**src/rtl/hazard_tracker_pkg.sv**
```systemverilog
// Shared widths, forwarding-select codes and tnew markers for the hazard tracker.
package hazard_tracker_pkg;

   localparam int TNEW_W = 3;
   localparam int REG_W  = 5;

   // Forwarding source codes, ordered from oldest value (RF) to the stages.
   localparam logic [1:0] FWD_RF = 2'd0;
   localparam logic [1:0] FWD_E  = 2'd1;
   localparam logic [1:0] FWD_M  = 2'd2;
   localparam logic [1:0] FWD_W  = 2'd3;

   // tnew value used by the stall detector for instructions that produce nothing.
   localparam logic [TNEW_W-1:0] TNEW_NONE = 3'd4;

endpackage

```
**src/rtl/hazard_tracker_fwd_select.sv**
```systemverilog
// Priority forwarding select for one read port.
// Stage slot 0 is E, 1 is M and 2 is W; en masks out stages that are not
// downstream of the reading stage. The youngest supplying stage wins.
module hazard_tracker_fwd_select #(
   parameter int TNEW_W = hazard_tracker_pkg::TNEW_W,
   parameter int REG_W  = hazard_tracker_pkg::REG_W
) (
   input  logic [REG_W-1:0]            rd,
   input  logic [2:0][TNEW_W-1:0]      tnew,
   input  logic [2:0][REG_W-1:0]       a3,
   input  logic [2:0]                  rfwr,
   input  logic [2:0]                  en,
   output logic [1:0]                  sel
);
   import hazard_tracker_pkg::*;

   logic [2:0] supply;

   // A stage supplies rd only once its result exists; $0 is never forwarded.
   generate
      for (genvar gi = 0; gi < 3; gi++) begin : g_supply
         assign supply[gi] = en[gi] & rfwr[gi] & (a3[gi] == rd) &
                             (rd != '0) & (tnew[gi] == '0);
      end
   endgenerate

   // Newest supplying stage takes priority; fall back to the register file / pipe value.
   always_comb begin
      sel = FWD_RF;
      if (supply[0])
         sel = FWD_E;
      else if (supply[1])
         sel = FWD_M;
      else if (supply[2])
         sel = FWD_W;
   end

endmodule

```
**src/rtl/hazard_tracker.sv**
```systemverilog
// Hazard tracker: carries tnew/A3/RFWR down the E/M/W stages with a saturating
// tnew countdown, drives stall enables and the E bubble, and produces the
// forwarding selects for the D, E and M stage read ports.
module hazard_tracker #(
   parameter int TNEW_W = hazard_tracker_pkg::TNEW_W,
   parameter int REG_W  = hazard_tracker_pkg::REG_W,
   parameter int CNT_W  = 32
) (
   input  logic              clk,
   input  logic              reset,
   input  logic              stall,
   input  logic [TNEW_W-1:0] D_tnew,
   input  logic [REG_W-1:0]  D_A3,
   input  logic              D_RFWR,
   input  logic [REG_W-1:0]  D_rs,
   input  logic [REG_W-1:0]  D_rt,
   output logic              pc_en,
   output logic              d_en,
   output logic              e_clr,
   output logic [TNEW_W-1:0] E_tnew,
   output logic [TNEW_W-1:0] M_tnew,
   output logic [TNEW_W-1:0] W_tnew,
   output logic [REG_W-1:0]  E_A3,
   output logic [REG_W-1:0]  M_A3,
   output logic [REG_W-1:0]  W_A3,
   output logic              E_RFWR,
   output logic              M_RFWR,
   output logic              W_RFWR,
   output logic [1:0]        fwd_D_rs,
   output logic [1:0]        fwd_D_rt,
   output logic [1:0]        fwd_E_rs,
   output logic [1:0]        fwd_E_rt,
   output logic              fwd_M_rt,
   output logic [CNT_W-1:0]  stall_cnt
);
   import hazard_tracker_pkg::*;

   // Saturating countdown: a result that already exists stays available.
   function automatic logic [TNEW_W-1:0] tnew_dec(input logic [TNEW_W-1:0] x);
      return (x == '0) ? '0 : x - TNEW_W'(1);
   endfunction

   logic [TNEW_W-1:0] e_tnew_reg, m_tnew_reg, w_tnew_reg;
   logic [REG_W-1:0]  e_a3_reg, m_a3_reg, w_a3_reg;
   logic              e_rfwr_reg, m_rfwr_reg, w_rfwr_reg;
   logic [REG_W-1:0]  e_rs_reg, e_rt_reg, m_rt_reg;
   logic [CNT_W-1:0]  stall_cnt_reg;

   logic [2:0][TNEW_W-1:0] stage_tnew;
   logic [2:0][REG_W-1:0]  stage_a3;
   logic [2:0]             stage_rfwr;
   logic [1:0]             fwd_m_rt_sel;

   // Stall control is a direct function of the request, reset or not.
   assign pc_en = ~stall;
   assign d_en  = ~stall;
   assign e_clr = stall;

   // E loads the D instruction or a bubble; M and W always advance.
   always_ff @(posedge clk) begin
      if (reset) begin
         e_tnew_reg    <= '0;
         e_a3_reg      <= '0;
         e_rfwr_reg    <= 1'b0;
         e_rs_reg      <= '0;
         e_rt_reg      <= '0;
         m_tnew_reg    <= '0;
         m_a3_reg      <= '0;
         m_rfwr_reg    <= 1'b0;
         m_rt_reg      <= '0;
         w_tnew_reg    <= '0;
         w_a3_reg      <= '0;
         w_rfwr_reg    <= 1'b0;
         stall_cnt_reg <= '0;
      end else begin
         if (stall) begin
            e_tnew_reg    <= '0;
            e_a3_reg      <= '0;
            e_rfwr_reg    <= 1'b0;
            e_rs_reg      <= '0;
            e_rt_reg      <= '0;
            stall_cnt_reg <= stall_cnt_reg + CNT_W'(1);
         end else begin
            e_tnew_reg <= tnew_dec(D_tnew);
            e_a3_reg   <= D_A3;
            e_rfwr_reg <= D_RFWR;
            e_rs_reg   <= D_rs;
            e_rt_reg   <= D_rt;
         end
         m_tnew_reg <= tnew_dec(e_tnew_reg);
         m_a3_reg   <= e_a3_reg;
         m_rfwr_reg <= e_rfwr_reg;
         m_rt_reg   <= e_rt_reg;
         w_tnew_reg <= tnew_dec(m_tnew_reg);
         w_a3_reg   <= m_a3_reg;
         w_rfwr_reg <= m_rfwr_reg;
      end
   end

   assign E_tnew    = e_tnew_reg;
   assign M_tnew    = m_tnew_reg;
   assign W_tnew    = w_tnew_reg;
   assign E_A3      = e_a3_reg;
   assign M_A3      = m_a3_reg;
   assign W_A3      = w_a3_reg;
   assign E_RFWR    = e_rfwr_reg;
   assign M_RFWR    = m_rfwr_reg;
   assign W_RFWR    = w_rfwr_reg;
   assign stall_cnt = stall_cnt_reg;

   // Slot order matches the select codes: slot 0 = E, 1 = M, 2 = W.
   assign stage_tnew = {w_tnew_reg, m_tnew_reg, e_tnew_reg};
   assign stage_a3   = {w_a3_reg, m_a3_reg, e_a3_reg};
   assign stage_rfwr = {w_rfwr_reg, m_rfwr_reg, e_rfwr_reg};

   hazard_tracker_fwd_select #(.TNEW_W(TNEW_W), .REG_W(REG_W)) u_fwd_d_rs (
      .rd(D_rs), .tnew(stage_tnew), .a3(stage_a3), .rfwr(stage_rfwr),
      .en(3'b111), .sel(fwd_D_rs)
   );

   hazard_tracker_fwd_select #(.TNEW_W(TNEW_W), .REG_W(REG_W)) u_fwd_d_rt (
      .rd(D_rt), .tnew(stage_tnew), .a3(stage_a3), .rfwr(stage_rfwr),
      .en(3'b111), .sel(fwd_D_rt)
   );

   hazard_tracker_fwd_select #(.TNEW_W(TNEW_W), .REG_W(REG_W)) u_fwd_e_rs (
      .rd(e_rs_reg), .tnew(stage_tnew), .a3(stage_a3), .rfwr(stage_rfwr),
      .en(3'b110), .sel(fwd_E_rs)
   );

   hazard_tracker_fwd_select #(.TNEW_W(TNEW_W), .REG_W(REG_W)) u_fwd_e_rt (
      .rd(e_rt_reg), .tnew(stage_tnew), .a3(stage_a3), .rfwr(stage_rfwr),
      .en(3'b110), .sel(fwd_E_rt)
   );

   hazard_tracker_fwd_select #(.TNEW_W(TNEW_W), .REG_W(REG_W)) u_fwd_m_rt (
      .rd(m_rt_reg), .tnew(stage_tnew), .a3(stage_a3), .rfwr(stage_rfwr),
      .en(3'b100), .sel(fwd_m_rt_sel)
   );

   // Only W can feed the M store data, so any non-zero select means W.
   assign fwd_M_rt = (fwd_m_rt_sel == FWD_W);

endmodule

```
**config.mk**
```make
export PLATFORM = sky130hd
export DESIGN_NAME = hazard_tracker
export DESIGN_NICKNAME = d
export VERILOG_FILES = /design/src/rtl/hazard_tracker_pkg.sv /design/src/rtl/hazard_tracker_fwd_select.sv /design/src/rtl/hazard_tracker.sv
export SDC_FILE = /design/constraint.sdc
export NUM_CORES = 1
export LEC_CHECK = 0
export ABC_AREA = 1
export CAP_MARGIN = 20
export CORE_MARGIN = 1
export CORE_UTILIZATION = 52
export CTS_BUF_LIST = sky130_fd_sc_hd__clkbuf_4
export DETAILED_ROUTE_END_ITERATION = 12
export PLACE_DENSITY_LB_ADDON = 0.25
export REMOVE_ABC_BUFFERS = 1
export SYNTH_ARGS = -nofsm -noshare
export SYNTH_HDL_FRONTEND = slang
export SYNTH_SLANG_ARGS = --single-unit
```
**constraint.sdc**
```tcl
create_clock -name clk -period 1.6 [get_ports clk]
set_clock_uncertainty 0.1 [all_clocks]
set_input_delay 0.32 -clock clk [delete_from_list [all_inputs] [get_ports clk]]
set_output_delay 0.32 -clock clk [all_outputs]
set_load 0.01 [all_outputs]
```
# [Yosys cells after proc, flatten, opt, wreduce, memory -nomap -nowiden]
# Cells that the tools add are included.
[totals] reg_bits=74 in_bits=22 wordCells=87 out_inout_bits=71
[op_classes] add_sub_neg=4 eq_ne=12 mux=11 n_reduce_logical=13 bitwise=34
[op_table] operator="5-bit equality test" count=11
[op_table] operator="1-bit bitwise AND" count=33
[op_table] operator="32-bit by 1-bit adder with 32-bit output (second input constant)" count=1
[op_table] operator="5-bit nonzero test" count=5
[op_table] operator="2-bit two-way mux" count=11
[op_table] operator="3-bit zero test" count=4
[op_table] operator="3-bit by 1-bit subtractor with 3-bit output (second input constant)" count=3
[op_table] operator="2-bit OR reduction" count=3
[op_table] operator="3-bit OR reduction" count=1
[op_table] operator="2-bit equality test (second input constant)" count=1
[op_table] operator="1-bit inverter" count=1

# [Logic depth before layout (Yosys ltp)]
[depth] depth_word=7 depth_mapped=11 depth_no_buf=10

# [By module]
# From an unflattened synthesis, not the netlist that was laid out.
[unflattened] cells_unflattened=814 area_unflattened_um2=4931.0
[by_module_without_submodules] mod="hazard_tracker" instances=1 seq_area_each_um2=1481.4 cells_each=409 area_each_um2=3135.5
[by_module_without_submodules] mod="hazard_tracker_fwd_select" instances=5 seq_area_each_um2=0.0 cells_each=81 area_each_um2=359.1

# [Worst setup path before layout]
# OpenSTA, ideal clock, no wires.
[synth_timing] path_kind="reg-to-output" from="register m_tnew_reg[0], in the netlist M_tnew[0]" to="output port fwd_D_rt[1]" slack_ns=-0.127 path_buffers=0 required_ns=1.180 arrival_time_ns=1.307 path_stages_with_launch=9 cell_sequence="dfxtp_1 -> inv_1 -> ha_1 -> ha_1 -> nand2_1 -> o21bai_1 -> nor2_1 -> nand3_1 -> a21oi_1"
[synth_via] elab_chain_len=4
[synth_rtl] element="start: declaration" line="hazard_tracker.sv:43" text="logic [TNEW_W-1:0] e_tnew_reg, m_tnew_reg, w_tnew_reg;"
[synth_rtl] element="start signal: assignment" line="hazard_tracker.sv:90" text="m_tnew_reg <= tnew_dec(e_tnew_reg);"
[synth_rtl] element="3-bit zero test" line="hazard_tracker_fwd_select.sv:23" text="(rd != '0) & (tnew[gi] == '0);"
[synth_rtl] element="1-bit bitwise AND" line="hazard_tracker_fwd_select.sv:23"
[synth_rtl] element="2-bit two-way mux" line="hazard_tracker_fwd_select.sv:32" text="else if (supply[1])"
[synth_rtl] element="2-bit two-way mux" line="hazard_tracker_fwd_select.sv:30" text="if (supply[0])"
[synth_rtl] element="end: declaration" line="hazard_tracker.sv:30" text="output logic [1:0] fwd_D_rt,"
# Every way passes these cells.

# [Worst setup path in the final report]
[layout_timing] from="register m_tnew_reg[1], in the netlist M_tnew[1]" to="output port fwd_D_rt[1]"
# Same word-level chain as after synthesis.

==> impl_results.md <==
* WL met3 at 610 microns
* FF-to-FF path depth at 8
* Max Freq at 437 MHz
* Final WL at 12900 microns
* Number of clock sinks at 74
* Worst-margin pin slew at 0.292 ns
* PortBufs at 92
* Largest register FFs at 32
* CTS tree: built
* Max Cap Viol at 0
* Syn Inst Count at 609
* Synth warnings at 0
* DRT Pass-1 Iters at 5
* Largest net degree at the start of global routing at 24
* #FFs+latches synth at 74
* Diode count at 0
* RSZ-0062 raised after global routing: yes
* Layout Area Growth over Synthesis at 50.1%
* Die Ht at 90.2 microns
* Met1 WL at 5560 microns
* Kind of critical path: register to output port
* Pint at 2.82 mW
* Hold path start: D_A3[1]
* Die width at 90.2 microns
* Worst hold slack at 0.315 ns
* CP endpoint kind: output port
* Gr ovfl total at 0
* Final Cycle Share at 1.43
* Vias at 4571
* Asr flop ratio synth at 0
* Netlist area before placement at 4040 sq um
* Slew Limit Headroom at 0.805
* Largest area contributor in the netlist: dfxtp_1
* GRT Overall Usage at 0.321
* Clock share of power at 0.348
* Outcome: finished, violations left
* Post-synth top area share at 0.367
* Most frequent cells after synthesis: 137 x nor2_1, 125 x nand2_1, 88 x inv_1
* Worst slack at placement at -0.945 ns
* RR Startpoint: stall_cnt[0]
* Routed Antenna Nets at 0
* Flop-to-flop setup slack at 0.05 ns
* Root Driver: clkbuf_4
* Share of cells above drive strength 1 at 0.308
* Avg Cell Area, Syn at 6.64 sq um
* Hold Crit Class: input port to register
* Gpl congestion at 0.956
* Main synth FF type: dfxtp_1
* Pwr dens at 639 nW/um^2
* Final setup viols at 9
* Flop pwr share at 0.492
* Vias per Instance at 5.11
* Register area share after synthesis at 0.367
* Initial Utilization at 0.548
* CP required at 1.18 ns
* DR iter-0 viols at 308
* Skew-Pair Late Insertion Delay at 0.42 ns
* Max layer used: met4
* Hold endpoint: E_A3[1]
* R2R Path End: stall_cnt[25]
* WHS Path Cells at 3
* Yosys cell types at 32
* Placeable Area at 7370 sq um
* Nets@finish at 820
* Vias in the first global route at 4517
* Synth top area cells: dfxtp_1 37%, nor2_1 13%, nand2_1 12%, inv_1 8.2%, nand3_1 4.2%
* DRC at 0
* CTS HTree Levels at 3
* Worst ir drop on vdd at 641 uV
* Clock Tree Buf Depth at 2
* Startpoint types: register
* Combinational share of power at 0.160
* Drt wl/cell at 14.4 microns
* CP arrival at 1.87 ns
* Final max-slew violation count at 0
* Crit path setup slack, layout at -0.688 ns
* Sw Ratio at 0.272
* Crit-path max FO at 4
* Die Area at 8130 sq um
* First-pass GRT wire length at 21100 microns
* CTS buffer count at 9
* Final hold vios at 0
* Clock transition at path regs at 0.13 ns
* IO Pins at 93
* Antenna violations before repair at 0
* Post-synth EDFFs at 0
* WL met2 at 6570 microns
* Most common cell in the netlist: nor2_1
* # rows at 31
* Detailed Place HPWL at 9780 microns
* Static Leak at 2.88 nW
* Violated checks: setup timing
* Switch Pwr at 1.06 mW
* Period minus WS final at 2.29 ns
-- worst max path at each step --
| stage | startpoint | end | slack [ns] | cells after the start |
|---|---|---|---|---|
| CTS | M_tnew[1] | fwd_D_rt[1] | -0.71 | 9 |
| detailed placement | D_rt[2] | fwd_D_rt[1] | -0.95 | 9 |
| global placement | D_rt[2] | fwd_D_rt[1] | -0.93 | 8 |
| finish | M_tnew[1] | fwd_D_rt[1] | -0.69 | 9 |
| global route | M_tnew[1] | fwd_D_rt[1] | -0.76 | 9 |
| floorplan | M_tnew[0] | fwd_D_rt[1] | -0.13 | 8 |
-- worst max-delay path, cell delays in order, from the launching register on --
cell and delay (ns):
dfxtp_2 0.34, inv_2 0.06, ha_4 0.13, ha_4 0.14
nand2_4 0.07, o21bai_1 0.15, nor2_1 0.11, nand3_1 0.13
a21oi_2 0.17, buf_2 0.14
-- through the flow --
stage	util	total power, mW	setup TNS [ns]	cell area (sq um)	cells
3_5_place_dp	0.766	2.57	-18.24	5650	870
3_3_place_gp	0.766	2.55	-16.99	5650	870
4_1_cts	0.808	3.87	-5.67	5950	893
5_1_grt	0.823	4.03	-6.39	6070	895
6_report	0.823	3.88	-5.43	6070	895
2_1_floorplan	-	2.20	-0.694	3970	596
-- repair_timing --
item	4_1_cts	5_1_grt
setup endpoints to repair	71	38
endpoints found under the hold margin	0	0
pin swaps	23	21
hold buffers	0	0
resized for setup	222	49
buffers inserted	7	3
-- final cells by class --
class | instances | area, sq um
multi-input cells | 431 | 2290
flip-flops and latches | 74 | 1600
repair buffers | 184 | 1540
fillers | 519 | 1300
inverters | 91 | 344
well taps | 99 | 124
clock inverters | 7 | 100
clock buffers | 9 | 67.6
-- power groups by stage --
stage	sequential (mW)	combinational, mW	clock [mW]
after floorplan	1.99	0.217	0
after global placement	1.97	0.580	0
after detailed placement	1.97	0.593	0
after CTS	1.90	0.602	1.37
after global routing	1.91	0.676	1.45
final	1.91	0.620	1.35
-- per-layer routing --
layer | up-vias | global-route usage
li1 | 2264 | -
met1 | 2142 | 0.387
met2 | 148 | 0.576
met3 | 17 | 0.0474
met4 | 0 | 0.118
met5 | - | 0
-- cell usage in the layout, fill, tap and decap left out, types with 4 or more instances in the layout --
master | Yosys | layout
dlygate4sd2_1 | 0 | 40
nor3_1 | 6 | 6
clkdlybuf4s50_1 | 0 | 20
nand4_1 | 16 | 16
nand2_1 | 125 | 121
a21oi_1 | 23 | 19
clkbuf_2 | 0 | 5
ha_1 | 7 | 4
buf_4 | 3 | 82
dfxtp_2 | 0 | 29
inv_1 | 88 | 82
clkbuf_4 | 0 | 9
buf_6 | 0 | 11
nor2_2 | 9 | 16
xor2_1 | 12 | 12
nand2_4 | 2 | 4
nand3_1 | 34 | 33
inv_2 | 3 | 8
xnor2_1 | 14 | 14
nor2_1 | 137 | 127
a21oi_2 | 0 | 4
o21ai_0 | 12 | 10
nand2_2 | 4 | 6
dfxtp_1 | 74 | 22
buf_2 | 3 | 12
o22ai_1 | 6 | 5
nor2_4 | 7 | 10
dfxtp_4 | 0 | 23
clkdlybuf4s15_1 | 0 | 9
o211ai_1 | 5 | 5
-- cell families after synthesis --
logic type | count (synthesis) | synth area share
simple gates | 348 | 0.384
buf+inv | 104 | 0.103
flops | 74 | 0.367
compound gates | 50 | 0.0684
xor+xnor | 26 | 0.0563
fa+ha+maj | 7 | 0.0217
Power figures use the tool's default switching activity.
